### config.mk
export PLATFORM = sky130hd
export DESIGN_NAME = apb_slave_bridge
export DESIGN_NICKNAME = d
export VERILOG_FILES = /design/src/rtl/apb_slave_bridge.sv
export SDC_FILE = /design/constraint.sdc
export NUM_CORES = 1
export LEC_CHECK = 0
export CAP_MARGIN = 0
export CORE_UTILIZATION = 41
export DETAILED_ROUTE_END_ITERATION = 7
export PLACE_DENSITY = 0.82
export SLEW_MARGIN = 20
export SYNTH_ARGS = -nofsm -noshare
export SYNTH_HDL_FRONTEND = slang
export SYNTH_SLANG_ARGS = --single-unit
### constraint.sdc
create_clock -name pclk -period 1.8 [get_ports pclk]
set_input_delay 0.27 -clock pclk [delete_from_list [all_inputs] [get_ports pclk]]
set_output_delay 0.27 -clock pclk [all_outputs]
set_load 0.01 [all_outputs]
### src/rtl/apb_slave_bridge.sv
// APB4 slave to register-block bridge: one req/ack transaction per APB transfer, wait states until ack.
// Optional reg_ack timeout is built in when APB_SLV_TIMEOUT_EN is defined.
module apb_slave_bridge #(
    parameter int ADDR_W      = 12,
    parameter int DATA_W      = 32,
    parameter int ADDR_LIMIT  = 'h400,
    parameter int TIMEOUT_CYC = 64
) (
    input  logic                  pclk,
    input  logic                  preset,
    input  logic                  psel,
    input  logic                  penable,
    input  logic                  pwrite,
    input  logic [DATA_W/8-1:0]   pstrb,
    input  logic [ADDR_W-1:0]     paddr,
    input  logic [DATA_W-1:0]     pwdata,
    output logic                  pready,
    output logic                  pslverr,
    output logic [DATA_W-1:0]     prdata,
    output logic                  reg_req,
    output logic                  reg_we,
    output logic [ADDR_W-1:0]     reg_addr,
    output logic [DATA_W-1:0]     reg_wdata,
    output logic [DATA_W/8-1:0]   reg_be,
    input  logic                  reg_ack,
    input  logic [DATA_W-1:0]     reg_rdata,
    input  logic                  reg_err
);
    localparam int BE_W = DATA_W / 8;
    localparam logic [ADDR_W:0]   LIMIT      = (ADDR_W + 1)'(ADDR_LIMIT);
    localparam logic [ADDR_W-1:0] ALIGN_MASK = ADDR_W'(BE_W - 1);

    typedef enum logic [1:0] {IDLE, REQ, RESP, DRAIN} state_t;

    state_t              state_q, state_d;
    logic                we_q, we_d;
    logic [ADDR_W-1:0]   addr_q, addr_d;
    logic [DATA_W-1:0]   wdata_q, wdata_d;
    logic [BE_W-1:0]     be_q, be_d;
    logic [DATA_W-1:0]   rdata_q, rdata_d;
    logic                err_q, err_d;

    logic setup, dec_err, in_req, timeout;

    assign setup   = psel & ~penable;
    assign dec_err = ({1'b0, paddr} >= LIMIT) || ((paddr & ALIGN_MASK) != '0) || (~pwrite && (|pstrb));
    assign in_req  = (state_q == REQ) || (state_q == DRAIN);

`ifdef APB_SLV_TIMEOUT_EN
    localparam int CNT_W = $clog2(TIMEOUT_CYC + 1);
    logic [CNT_W-1:0] cnt_q, cnt_d;

    // cnt_q counts completed REQ/DRAIN cycles; this is the TIMEOUT_CYC-th one
    assign timeout = in_req && (cnt_q == CNT_W'(TIMEOUT_CYC - 1)) && ~reg_ack;

    always_comb begin
        cnt_d = '0;
        if (in_req && ((state_d == REQ) || (state_d == DRAIN)))
            cnt_d = cnt_q + 1'b1;
    end

    always_ff @(posedge pclk) begin
        if (preset) cnt_q <= '0;
        else        cnt_q <= cnt_d;
    end
`else
    assign timeout = 1'b0;
`endif

    always_ff @(posedge pclk) begin
        if (preset) begin
            state_q <= IDLE;
            we_q    <= 1'b0;
            addr_q  <= '0;
            wdata_q <= '0;
            be_q    <= '0;
            rdata_q <= '0;
            err_q   <= 1'b0;
        end else begin
            state_q <= state_d;
            we_q    <= we_d;
            addr_q  <= addr_d;
            wdata_q <= wdata_d;
            be_q    <= be_d;
            rdata_q <= rdata_d;
            err_q   <= err_d;
        end
    end

    always_comb begin
        state_d = state_q;
        case (state_q)
            IDLE:  if (setup) state_d = dec_err ? RESP : REQ;
            // A master that drops psel mid-transfer gets no response, ack or not
            REQ: begin
                if (!psel)                   state_d = (reg_ack || timeout) ? IDLE : DRAIN;
                else if (reg_ack || timeout) state_d = RESP;
            end
            DRAIN: if (reg_ack || timeout) state_d = IDLE;
            RESP:  state_d = IDLE;
            default: state_d = IDLE;
        endcase
    end

    always_comb begin
        we_d    = we_q;
        addr_d  = addr_q;
        wdata_d = wdata_q;
        be_d    = be_q;
        rdata_d = rdata_q;
        err_d   = err_q;
        if (state_q == IDLE && setup) begin
            we_d    = pwrite;
            addr_d  = paddr;
            wdata_d = pwdata;
            be_d    = pwrite ? pstrb : '0;
            rdata_d = '0;
            err_d   = dec_err;
        end else if (state_q == REQ && psel) begin
            if (reg_ack) begin
                rdata_d = we_q ? '0 : reg_rdata;
                err_d   = reg_err;
            end else if (timeout) begin
                rdata_d = '0;
                err_d   = 1'b1;
            end
        end
    end

    always_comb begin
        reg_req   = in_req;
        reg_we    = in_req & we_q;
        reg_addr  = in_req ? addr_q  : '0;
        reg_wdata = in_req ? wdata_q : '0;
        reg_be    = in_req ? be_q    : '0;
        pready    = (state_q == RESP) & psel & penable;
        pslverr   = pready & err_q;
        prdata    = (pready && !we_q) ? rdata_q : '0;
    end
endmodule

---- Word-level counts from Yosys, hierarchy flattened ----
Index checks and enable logic that the tools add are counted.
W data, S select, Z words.
operators by class
  add/sub/neg operators ................... 0
  $mul .................................... 0
  divide/modulo/power cells ............... 0
  order comparisons ....................... 1
  equal/unequal tests ..................... 6
  shifts and indexed selects .............. 0
  muxes and demuxes ....................... 16
  bitwise operators ....................... 7
  reductions and logical operators ........ 17
operator list
  cell                    number
  $mux W32                3
  $ge A12 B11 Y1 const B  1
  $mux W12                1
  $mux W2                 6
  $reduce_bool A12 Y1     1
  $mux W4                 2
  $pmux W2 S4             1
  $and A1 B1 Y1           5
  $eq A2 B2 Y1 const B    2
  $logic_and A1 B1 Y1     4
  $ne A2 B2 Y1 const B    2
  $reduce_and A2 Y1       2
  $reduce_bool A2 Y1      2
  $reduce_or A4 Y1        1
  $logic_or A1 B1 Y1      3
  $mux W1                 3
  $ne A3 B3 Y1 const B    1
  $reduce_and A3 Y1       1
  $eq A2 B1 Y1 const B    1
  $logic_not A2 Y1        1
  $not A1 Y1              2
  $reduce_or A2 Y1        1
  $logic_not A1 Y1        1
storage, ports and cells
  register bits after elaboration ......... 84
  bits in latches ......................... 0
  bits in writable memories ............... 0
  ROM bits ................................ 0
  input port bits ......................... 87
  word-level logic and storage cells ...... 54
  memories ................................ 0

---- Logic depth before layout (Yosys ltp) ----
Gate-level depths: netlist of the first run.
  depth after elaboration ................. 6
  gate-level depth with buffers ........... 5
  depth with buffers taken out ............ 3

---- Least setup slack after synthesis of the first run ----
Ideal clock, no wire load.
  kind .................................... register to output
  start point ............................. register state_q[1]
  end point ............................... output port prdata[0]
  arrival ................................. 1.214 ns
  data required time ...................... 1.530 ns
  path slack .............................. 0.316 ns
  stages on the path, launching flop included .. 5
  path through ............................ dfxtp_1 -> and4b_1 -> and2b_1 -> clkbuf_1 -> and2_1
between the ends
  word-level cells in the longest chain between the ends .. 5
ends and longest elaborated chain
  what                         line  text
  from (decl)                  35    state_t state_q, state_d;
  from (signal assigned)       80    state_q <= state_d;
  $eq A2 B2 Y1                 136   pready = (state_q == RESP) & psel & penable;
  $and A1 B1 Y1 (2 in series)  136
  via pready                   17    output logic pready,
  $logic_and A1 B1 Y1          138   prdata = (pready && !we_q) ? rdata_q : '0;
  $mux W32                     138
  to (decl)                    19    output logic [DATA_W-1:0] prdata,
The timed path passes the listed nets, and every way through them passes these cells.

---- Worst setup path in the final report of the first run ----
  start point ............................. input port psel
  end point ............................... output port prdata[16]
between the ends
  word-level cells in the longest chain between the ends .. 4
ends and longest elaborated chain
  what                         line  text
  from (decl)                  11    input logic psel,
  $and A1 B1 Y1 (2 in series)  136
  $logic_and A1 B1 Y1          138
  $mux W32                     138
No other way between the ends.

==> qor.yml, run 1 <==
outcome: "finished, violations left"
violations: "setup timing"
path_class: "in2out"
wl_mm: 11.5
finalClockSkew_ns: 0.00835
max_freq_mhz: 503
dieArea_sq_um: 9420
grt_pass1_vias: 3687
drive_above_1_share: 0.201
die_w_um: 97.1
cts_tree: "done"
area_growth_syn_to_layout_pct: 61.7
start_util: 0.425
fill_cells: 689
dpl.hpwl_mm: 7.54
ios: 171
synth-edff-count: 0
worst-r2r-setup-slack_ns: 0.10
ir_drop_mv: 0.416
synthTopCellsByCount: "nand2_1 (127), dfxtp_1 (84), a21oi_1 (83), and2_1 (83), nand3b_1 (32)"
synth_area_sq_um: 3710
worst_pin_slew_ns: 0.375
clkTransAtPathRegs_ns: 0.08
antenna_found_initial: 0
tritoncts.num_buffers: 9
ys_ff_latch: 84
period_needed_ns: 1.99
crit_start: "psel"
seq_area_sq_um: 1690
netlist.area_leader.share: 0.454
dp_slack_ns: -0.479
synth_top_area_cell: "dfxtp_1"
synthTopCellsByArea: "dfxtp_1 (45%), and2_1 (14%), nand2_1 (13%), a21oi_1 (11%), nand3b_1 (6.5%)"
maxCapViolCount: 0
powerDensity_nw_per_um2: 622
cp_top_family: "buffers and inverters"
reg2reg_depth: 8
ys_warn_count: 0
r2r_end: "we_q$_SDFFE_PP0P_"
grt_overflow: 0
htree_levels: 3
postSynthAreaPerCell_sq_um: 7.84
power_mw: 3.73
crit_slowest_cell: "clkdlybuf4s50_1"
arrival_ns: 1.72
drt_iter0_markers: 130
period_share: 1.10
dr.pass1.iters: 4
wl_per_cell_um: 15.1
cp.depth: 7
postSynthCellCount: 473
drv_slew: 0
core.rowCount: 34
die_h_um: 97.1
syn_nets: 560
cts_sinks: 84
rr_startpoint: "state_q[0]$_SDFFE_PP0P_"
gp_congestion: 0.773
synth.most_common_cell: "nand2_1"
multi_input_area_sq_um: 1900
synthFlopType: "dfxtp_1"
critPathCapture: "prdata[16]"
cpPeakStageDelay_ns: 0.47
grt_max_degree: 34
fin_ws_ns: -0.188
cts_max_path_buffers: 2
synth_cell_types: 26
grtUsageTotal: 0.238
cp-end-kind: "output port"
crit_chain: "clkdlybuf4s50_1 > and4b_1 > and2b_4 > buf_6 > buf_16 > and2_1 > buf_2"
vias: 3819
grt_pass1_wl_mm: 18.2
layout.nets: 733
critPathBufInv: 4
cts-root-buf: "clkbuf_8"
power_leakage_nw: 2.77
fin_util: 0.687
core_area_sq_um: 8720
insertion_delay_ns: 0.34
max_slew_margin: 0.747
io_buffers: 170
ys_seq_area_frac: 0.454
ant_nets: 0
holdCritPathClass: "in2reg"
setup_viol: 30
start_kind: "primary input"
via_per_inst: 5.03
cp_max_fo: 8
cp.required_ns: 1.53
antenna-diode-count: 0
async_flop_share: 0
drc: 0
rsz0062_at_grt: "true"
postCtsHoldBufs: 0
hold_viol_final: 0
## cell type report
cell class | count | share of cell area
Timing Repair Buffer | 202 | 0.346
Inverter | 1 | 0.000626
Tap cell | 108 | 0.0225
Clock inverter | 1 | 0.00501
Sequential cell | 84 | 0.281
Clock buffer | 15 | 0.0278
Multi-Input combinational cell | 348 | 0.317
## logic make-up (layout without fill, tap and decap cells)
kind of cell	count (synthesis)	count (layout)	share of synthesized area
compound gates	87	87	0.121
simple gates	260	260	0.369
buf+inv	41	219	0.0547
xor+xnor	1	1	0.00236
flops	84	84	0.454
## cells in the final DEF (no fill, tap or decap), types with 4 or more instances in the layout
master and count:
a21oi_1 83, and2_1 58, and2_4 25, buf_12 9, buf_2 8, buf_4 16, buf_6 28, clkbuf_1 4
clkbuf_2 21, clkbuf_8 11, clkdlybuf4s50_1 85, dfxtp_1 82, dlygate4sd2_1 6, dlymetal6s2s_1 24, nand2_1 127, nand3_1 5
nand3b_1 32
## how the worst min path moves through the flow
stage                                  start                  endpoint  slack [ns]  cells past startpoint
global placement     rdata_q[4]$_SDFFE_PP0P_   rdata_q[4]$_SDFFE_PP0P_        0.44                      2
CTS                                   preset  wdata_q[12]$_SDFFE_PP0P_        0.21                      2
global route                          preset  wdata_q[12]$_SDFFE_PP0P_        0.23                      2
floorplan                           paddr[0]    addr_q[0]$_SDFFE_PP0P_        0.41                      2
detailed placement  rdata_q[15]$_SDFFE_PP0P_  rdata_q[15]$_SDFFE_PP0P_        0.44                      2
finish                                preset  wdata_q[13]$_SDFFE_PP0P_        0.23                      2
## repair_timing
item / CTS / global route
setup buffers: 5 / 2
cloned: 4 / 0
pin swaps: 16 / 9
resized for setup: 200 / 91
endpoints found under the setup margin: 83 / 65
## metal layers
metal,up-vias,global-route usage,wire length (um)
li1,1876,-,-
met1,1779,0.293,4800
met5,-,0,0
met2,147,0.412,5730
met4,0,0.0781,189
met3,17,0.0511,745
## where the power goes
group          total (mW)  internal, mW  switching (mW)
registers            1.93          1.91          0.0233
clock network        1.36         0.722           0.635
logic               0.439         0.263           0.176
## metrics by stage
step	hold slack, ns	std cells	TNS, ns	area, sq um
floorplan	0.406	473	0	3710
global placement	0.435	733	-30.67	5590
detailed placement	0.440	733	-33.97	5590
CTS	0.212	758	-7.29	5920
global route	0.230	759	-4.44	5990
finish	0.227	759	-3.07	5990
## state kept, by name, summed over array words and instances (netlist names)
signal	count
state_q	2
be_q	4
addr_q	12
err_q	1
wdata_q	32
rdata_q	32
we_q	1
Power figures use the tool's default switching activity.
==> run 2, diff against run 1 <==
--- a/config.mk
+++ b/config.mk
@@ -5,7 +5,7 @@
 export SDC_FILE = /design/constraint.sdc
 export NUM_CORES = 1
 export LEC_CHECK = 0
-export CAP_MARGIN = 0
+export CAP_MARGIN = 10
 export CORE_UTILIZATION = 41
 export DETAILED_ROUTE_END_ITERATION = 7
 export PLACE_DENSITY = 0.82
==> results of run 2 <==
No change in the layout: final DEF, timing and power equal those of run 1.
